===== src/rtl/sram64x64_ctrl.sv =====
// ============================================================================
// Module  : sram64x64_ctrl
// Brief   : 64x64 logical memory over a 128x32 dual-port SRAM macro, with
//           clear sequence and two-requester round-robin arbitration.
// Rev     : 1.0
// ============================================================================
`default_nettype none

module sram64x64_ctrl #(
   parameter bit          INIT_ON_RESET = 1'b1,
   parameter logic [63:0] INIT_VALUE    = 64'h0
) (
   input  logic             clk_i,
   input  logic             rst_i,
   input  logic             init_req_i,
   output logic             busy_o,
   input  logic [1:0]       req_valid_i,
   output logic [1:0]       req_ready_o,
   input  logic [1:0]       req_we_i,
   input  logic [1:0][5:0]  req_addr_i,
   input  logic [1:0][63:0] req_wdata_i,
   input  logic [1:0][7:0]  req_be_i,
   output logic [1:0]       rsp_valid_o,
   output logic [63:0]      rsp_rdata_o,
   output logic [6:0]       sram_adra_o,
   output logic [6:0]       sram_adrb_o,
   output logic [31:0]      sram_da_o,
   output logic [31:0]      sram_db_o,
   output logic [31:0]      sram_wema_o,
   output logic [31:0]      sram_wemb_o,
   output logic             sram_wea_o,
   output logic             sram_web_o,
   output logic             sram_mea_o,
   output logic             sram_meb_o,
   input  logic [31:0]      sram_qa_i,
   input  logic [31:0]      sram_qb_i
);

   typedef enum logic [0:0] {
      ST_INIT = 1'b0,
      ST_RUN  = 1'b1
   } state_t;

   state_t      state;
   state_t      state_nxt;
   logic [5:0]  cnt;
   logic        ptr;
   logic        rsp_pend;
   logic        rsp_id;
   logic [1:0]  grant;
   logic        gnt_any;
   logic        gnt_id;
   logic [5:0]  sel_addr;
   logic        sel_we;

   // Arbitration: a lone requester wins; under contention the pointer decides.
   always_comb begin
      grant = 2'b00;
      if (state == ST_RUN) begin
         if (req_valid_i == 2'b11) begin
            grant = ptr ? 2'b10 : 2'b01;
         end else begin
            grant = req_valid_i;
         end
      end
   end

   assign gnt_any     = |grant;
   assign gnt_id      = grant[1];
   assign sel_addr    = req_addr_i[gnt_id];
   assign sel_we      = req_we_i[gnt_id];
   assign req_ready_o = grant;

   always_comb begin
      state_nxt   = state;
      sram_adra_o = 7'd0;
      sram_adrb_o = 7'd0;
      sram_da_o   = 32'd0;
      sram_db_o   = 32'd0;
      sram_wema_o = 32'd0;
      sram_wemb_o = 32'd0;
      sram_wea_o  = 1'b0;
      sram_web_o  = 1'b0;
      sram_mea_o  = 1'b0;
      sram_meb_o  = 1'b0;
      case (state)
         ST_INIT: begin
            if (cnt == 6'd63) begin
               state_nxt = ST_RUN;
            end
            sram_mea_o  = 1'b1;
            sram_meb_o  = 1'b1;
            sram_wea_o  = 1'b1;
            sram_web_o  = 1'b1;
            sram_adra_o = {1'b0, cnt};
            sram_adrb_o = {1'b1, cnt};
            sram_da_o   = INIT_VALUE[31:0];
            sram_db_o   = INIT_VALUE[63:32];
            sram_wema_o = 32'hFFFF_FFFF;
            sram_wemb_o = 32'hFFFF_FFFF;
         end
         default: begin
            if (init_req_i) begin
               state_nxt = ST_INIT;
            end
            if (gnt_any) begin
               sram_mea_o  = 1'b1;
               sram_meb_o  = 1'b1;
               sram_adra_o = {1'b0, sel_addr};
               sram_adrb_o = {1'b1, sel_addr};
               if (sel_we) begin
                  sram_wea_o = 1'b1;
                  sram_web_o = 1'b1;
                  sram_da_o  = req_wdata_i[gnt_id][31:0];
                  sram_db_o  = req_wdata_i[gnt_id][63:32];
                  for (int k = 0; k < 4; k++) begin
                     sram_wema_o[8*k +: 8] = {8{req_be_i[gnt_id][k]}};
                     sram_wemb_o[8*k +: 8] = {8{req_be_i[gnt_id][k+4]}};
                  end
               end
            end
         end
      endcase
   end

   always_ff @(posedge clk_i or posedge rst_i) begin
      if (rst_i) begin
         state    <= INIT_ON_RESET ? ST_INIT : ST_RUN;
         cnt      <= 6'd0;
         ptr      <= 1'b0;
         rsp_pend <= 1'b0;
         rsp_id   <= 1'b0;
      end else begin
         state <= state_nxt;
         // Counter wraps 63->0 on exit, so it is already 0 for the next clear.
         if (state == ST_INIT) begin
            cnt <= cnt + 6'd1;
         end else if (init_req_i) begin
            cnt <= 6'd0;
         end
         if (gnt_any) begin
            ptr <= ~gnt_id;
         end
         rsp_pend <= gnt_any & ~sel_we;
         rsp_id   <= gnt_id;
      end
   end

   assign rsp_valid_o = rsp_pend ? (rsp_id ? 2'b10 : 2'b01) : 2'b00;
   assign rsp_rdata_o = {sram_qb_i, sram_qa_i};
   assign busy_o      = (state == ST_INIT);

endmodule

`default_nettype wire


===== config.mk =====
export PLATFORM = sky130hd
export DESIGN_NAME = sram64x64_ctrl
export DESIGN_NICKNAME = d
export VERILOG_FILES = /design/src/rtl/sram64x64_ctrl.sv
export SDC_FILE = /design/constraint.sdc
export NUM_CORES = 1
export LEC_CHECK = 0
export ABC_AREA = 0
export ABC_CLOCK_PERIOD_IN_PS = 6950
export CAP_MARGIN = 20
export CORE_AREA = 2 2 170 172
export CTS_CLUSTER_DIAMETER = 40
export DETAILED_ROUTE_END_ITERATION = 10
export DIE_AREA = 0 0 172 174
export SYNTH_ARGS = -nofsm -noshare
export SYNTH_HDL_FRONTEND = slang
export SYNTH_SLANG_ARGS = --single-unit

===== constraint.sdc =====
create_clock -name clk_i -period 6.95 [get_ports clk_i]
set_clock_uncertainty 0.2 [all_clocks]
set_input_delay 1.39 -clock clk_i [delete_from_list [all_inputs] [get_ports clk_i]]
set_output_delay 1.39 -clock clk_i [all_outputs]
set_load 0.01 [all_outputs]

; Yosys cells after proc, flatten, opt, wreduce, memory -nomap -nowiden
; Index checks and enable logic that the tools add are counted.
; Widths: inputs -> output; s select.
[totals]
ff_bits = 10
elab_cells = 54
[classes]
n_reduce_logical = 1
order_cmp = 1
n_bitwise = 4
n_eq_ne = 3
n_addsub = 1
n_mux = 39
[ops]
columns = op, n
row1 = $mux 32, 12
row2 = $mux 64, 2
row3 = $mux 6, 6
row4 = $mux 8, 2
row5 = $mux 7, 2
row6 = $mux 1, 10
row7 = $mux 2, 5
row8 = $add 6x1->6 const B, 1
row9 = $eq 6x6->1 const B, 1
row10 = $not 1->1, 3
row11 = $eq 2x2->1 const B, 1
row12 = $lt 1x2->1 const B, 1
row13 = $ne 2x2->1 const B, 1
row14 = $reduce_or 2->1, 1
row15 = $and 1x1->1, 1

; Depth between registers and ports, before layout
[depth]
depth_word = 8
depth_mapped = 7
ltp_nobuf = 4

; Worst setup path after synthesis
; No wires, ideal clock.
[synth_timing]
kind = in2out
startpoint = in req_valid_i[1]
endpoint = out sram_wema_o[25]
path_slack_ps = 2457
path_buffers = 2
t_required_ps = 5360
arrival_time_ps = 2903
cell_stages = 5
path_cell_list = nand2_1 > clkbuf_1 > nor3_1 > a221oi_1 > buf_4
[synth_via]
elab_chain_len = 8
word_cells_on_any_way = 11
[synth_rtl]
columns = item, line
row1 = from (decl), 17  ; input logic [1:0] req_valid_i,
row2 = $eq 2x2->1, 60  ; if (req_valid_i == 2'b11) begin
row3 = $mux 2 *, 60
row4 = $mux 2 *, 59  ; if (state == ST_RUN) begin
row5 = $mux 8 or $mux 1 (tied branches) (2 in series), --
row6 = $mux 32, 111  ; if (sel_we) begin
row7 = $mux 32 *, 106  ; if (gnt_any) begin
row8 = $mux 32 *, 86  ; case (state)
row9 = to (decl), 29  ; output logic [31:0] sram_wema_o,
; Every way passes the cells marked *; elsewhere a longest branch is shown, timed or not. The select of a mux whose other input is x is not followed.

; Final worst setup path
[layout_timing]
startpoint = in req_valid_i[0]
endpoint = out sram_db_o[7]
[layout_via]
elab_chain_len = 8
word_cells_on_any_way = 11
[layout_rtl]
columns = item, line
row1 = $eq 2x2->1, 60
row2 = $mux 2 *, 60
row3 = $mux 2 *, 59
row4 = $mux 64 (not written as such) or $mux 1 (tied branches) (2 in series), "115, 71"
row5 = $mux 32, 111
row6 = $mux 32 *, 106
row7 = $mux 32 *, 86
row8 = to (decl), 28  ; output logic [31:0] sram_db_o,
; Marks and branches as above.

==> out/metrics.yaml <==
hp-start: "cnt[4]"
first_global_vias: 4088
cts_buffer_depth: 2
gr-total-overflow: 0
synthMuxAreaShare_pct: 0
slew_violations: 0
clk-insertion-delay-late_ps: 240
yosys.area_share.simple_pct: 17.9
grt_pass1_wl_mm: 24.4
die-area_mm2: 0.0299
cts_inserted_buffers: 3
synth_top_family_by_area: "buffers and inverters"
grtUsageTotal_pct: 10.3
crit_required_ps: 5360
start_util_pct: 12.0
cts.sinks: 10
maxCapViolCount: 0
wl_mm: 16.7
synth_fp_nets: 712
cp.arrival_ps: 4220
finalHoldViolCount: 0
synth-compound-area-share_pct: 36.9
grt_max_degree: 72
n_fill_cell: 3153
ys_seq_area_share_pct: 7.36
crit_path_start: "req_valid_i[0]"
routedWlPerCell_um: 16.5
power_density_mw_per_mm2: 152
cts_resized: 0
nNetsFinal: 855
cp-end-kind: "primary output"
cts_tree: "done"
fin_crit_ps: 5810
viasPerCell: 4.14
totalPowerFinal_uw: 910
reg2reg_from: "state"
drt_iter0_drc: 221
outcome: "finished, final reports clean"
fin_setup_tns_ps: 0
clockRootBuffer: "clkbuf_16"
drc: 0
syn_area_mm2: 0.00340
yosys_warnings: 0
netlist_instances: 484
ant_nets: 0
p_leak_nw: 1.68
worst_pin_slew_ps: 879
insertedDiodeCount: 0
rows: 62
critPathMaxFanout: 39
post_cts_buffers: 0
syn_to_final_growth_pct: 75.7
instances_no_fill: 1010
placed_cells: 1006
ctsHoldBuffers: 0
htree_levels: 1
core_mm2: 0.0282
worstSetupPathType: "input pin to primary output"
synth-xor-area-share_pct: 0
gp_congestion: 0.784
vias: 4178
relSlewSlack_pct: 41.4
rsz0062_at_grt: "no"
fmax_mhz: 172
clk_pin_slew_worst_paths_ps: 40
dr.pass1.iters: 4
peakVddDrop_mv: 0.0805
io_pins: 442
io_buffers: 312
fp.dieH_um: 174
die_w_um: 172
post-route-period-util_pct: 83.6
synth_area_per_cell_um2: 7.02
hpwl_mm: 12.2
startpoint_type: "input pin"
synth_fa_ha_area_share_pct: 0.368
synth_cell_types: 36
min_path_type: "flop to flop"
drive_gt1_share_pct: 5.27
ys_ff_latch: 10
setup-violations-final: 0
grt_antenna_before_repair: 0
## cell usage in the layout, fill, tap and decap left out, drive strengths merged, types with 2 or more instances in the layout
master / synthesis / routed
dfrtp: 10 / 10
buf: 166 / 12
nor2: 12 / 12
a221oi: 8 / 8
nand2: 19 / 19
clkdlybuf4s50: 0 / 312
nor2b: 4 / 4
o311ai: 5 / 5
a211oi: 64 / 64
and3: 3 / 3
and2: 4 / 4
inv: 3 / 3
o211ai: 64 / 64
nor3: 8 / 8
a21oi: 2 / 2
clkbuf: 20 / 4
nand2b: 2 / 2
nand3: 71 / 71
o21ai: 6 / 6
a31oi: 2 / 2
## synthesized netlist by cell type, drive strengths merged
cell     count  area share [%]
a2111oi      1            0.44
a211oi      64              14
a21oi        2            0.29
a221oi       8             3.0
a31o         1            0.26
a31oi        2            0.37
a32oi        1            0.81
and2         4            0.74
and3         3            0.55
buf        166              35
clkbuf      20             2.2
conb         1            0.11
dfrtp       10             7.4
ha           1            0.37
inv          3            0.33
nand2       19             2.3
nand2b       2            0.37
nand3       71              10
nor2        12             1.3
nor2b        4            0.74
nor3         8             1.2
o211ai      64              14
o21ai        6            0.88
o22ai        1            0.18
o2bb2ai      1            0.26
o311a        1            0.29
o311ai       5             1.3
o31ai        1            0.22
o32a         1            0.29
or3b         1            0.26
## power breakdown
group | total [mW] | internal, mW | switching, mW
sequential | 0.119 | 0.0789 | 0.0401
clock | 0.116 | 0.0868 | 0.0297
combinational | 0.674 | 0.332 | 0.342
## layout make-up
cell class	instances	area [um^2]	share of cell area [%]
multi-input cells	285	1900	31.8
inverters	3	11.3	0.189
well taps	384	480	8.05
flip-flops and latches	10	254	4.25
clock buffers	4	88.8	1.49
repair buffers	324	3240	54.2
## stage by stage
step                      setup WS (ps)  utilization (%)  area (um^2)  hold WS, ps
after floorplan                    2460                -         3400          265
final                              1140             21.1         5970          305
after detailed placement           1070             20.8         5880          300
after global routing                919             21.1         5970          353
after global placement             1120             20.8         5880          293
after CTS                          1070             21.1         5970          307
## path summary, 6_finish.rpt
check                                to  slack (ps)  depth (start not counted)
max                        sram_db_o[7]        1140                          6
min                              cnt[4]         300                          1
max reg2reg                      cnt[3]        4280                          4
min reg2reg                      cnt[4]         300                          1
max in group asynchronous         state        4980                          2
min in group asynchronous        cnt[3]        1240                          2
## critical path, stage by stage
cell             delay, ps
clkdlybuf4s50_1        640
nand2b_4               300
a32oi_4                680
buf_4                  520
a211oi_1               120
clkdlybuf4s50_1        530
## flip-flops by register name (all words and copies together), names as in the netlist
name and cells:
rsp_id 1, rsp_pend 1, state 1, cnt 6
ptr 1
## metal layers
metal / global-route usage [%] / share of wire [%] / up-vias
met4: 3.61 / 3.1 / 0
met1: 12.8 / 41 / 1974
met5: 0 / 0 / -
met3: 1.25 / 5.8 / 49
met2: 18.3 / 50 / 186
li1: - / - / 1969
## logic make-up (layout without fill, tap and decap cells)
group,Yosys count,in the layout
buffers and inverters,189,331
adders and majority gates,1,1
and+or+nand+nor,124,124
DFF,10,10
other,1,1
AOI/OAI and AO/OA,159,159
Power figures use the tool's default switching activity.
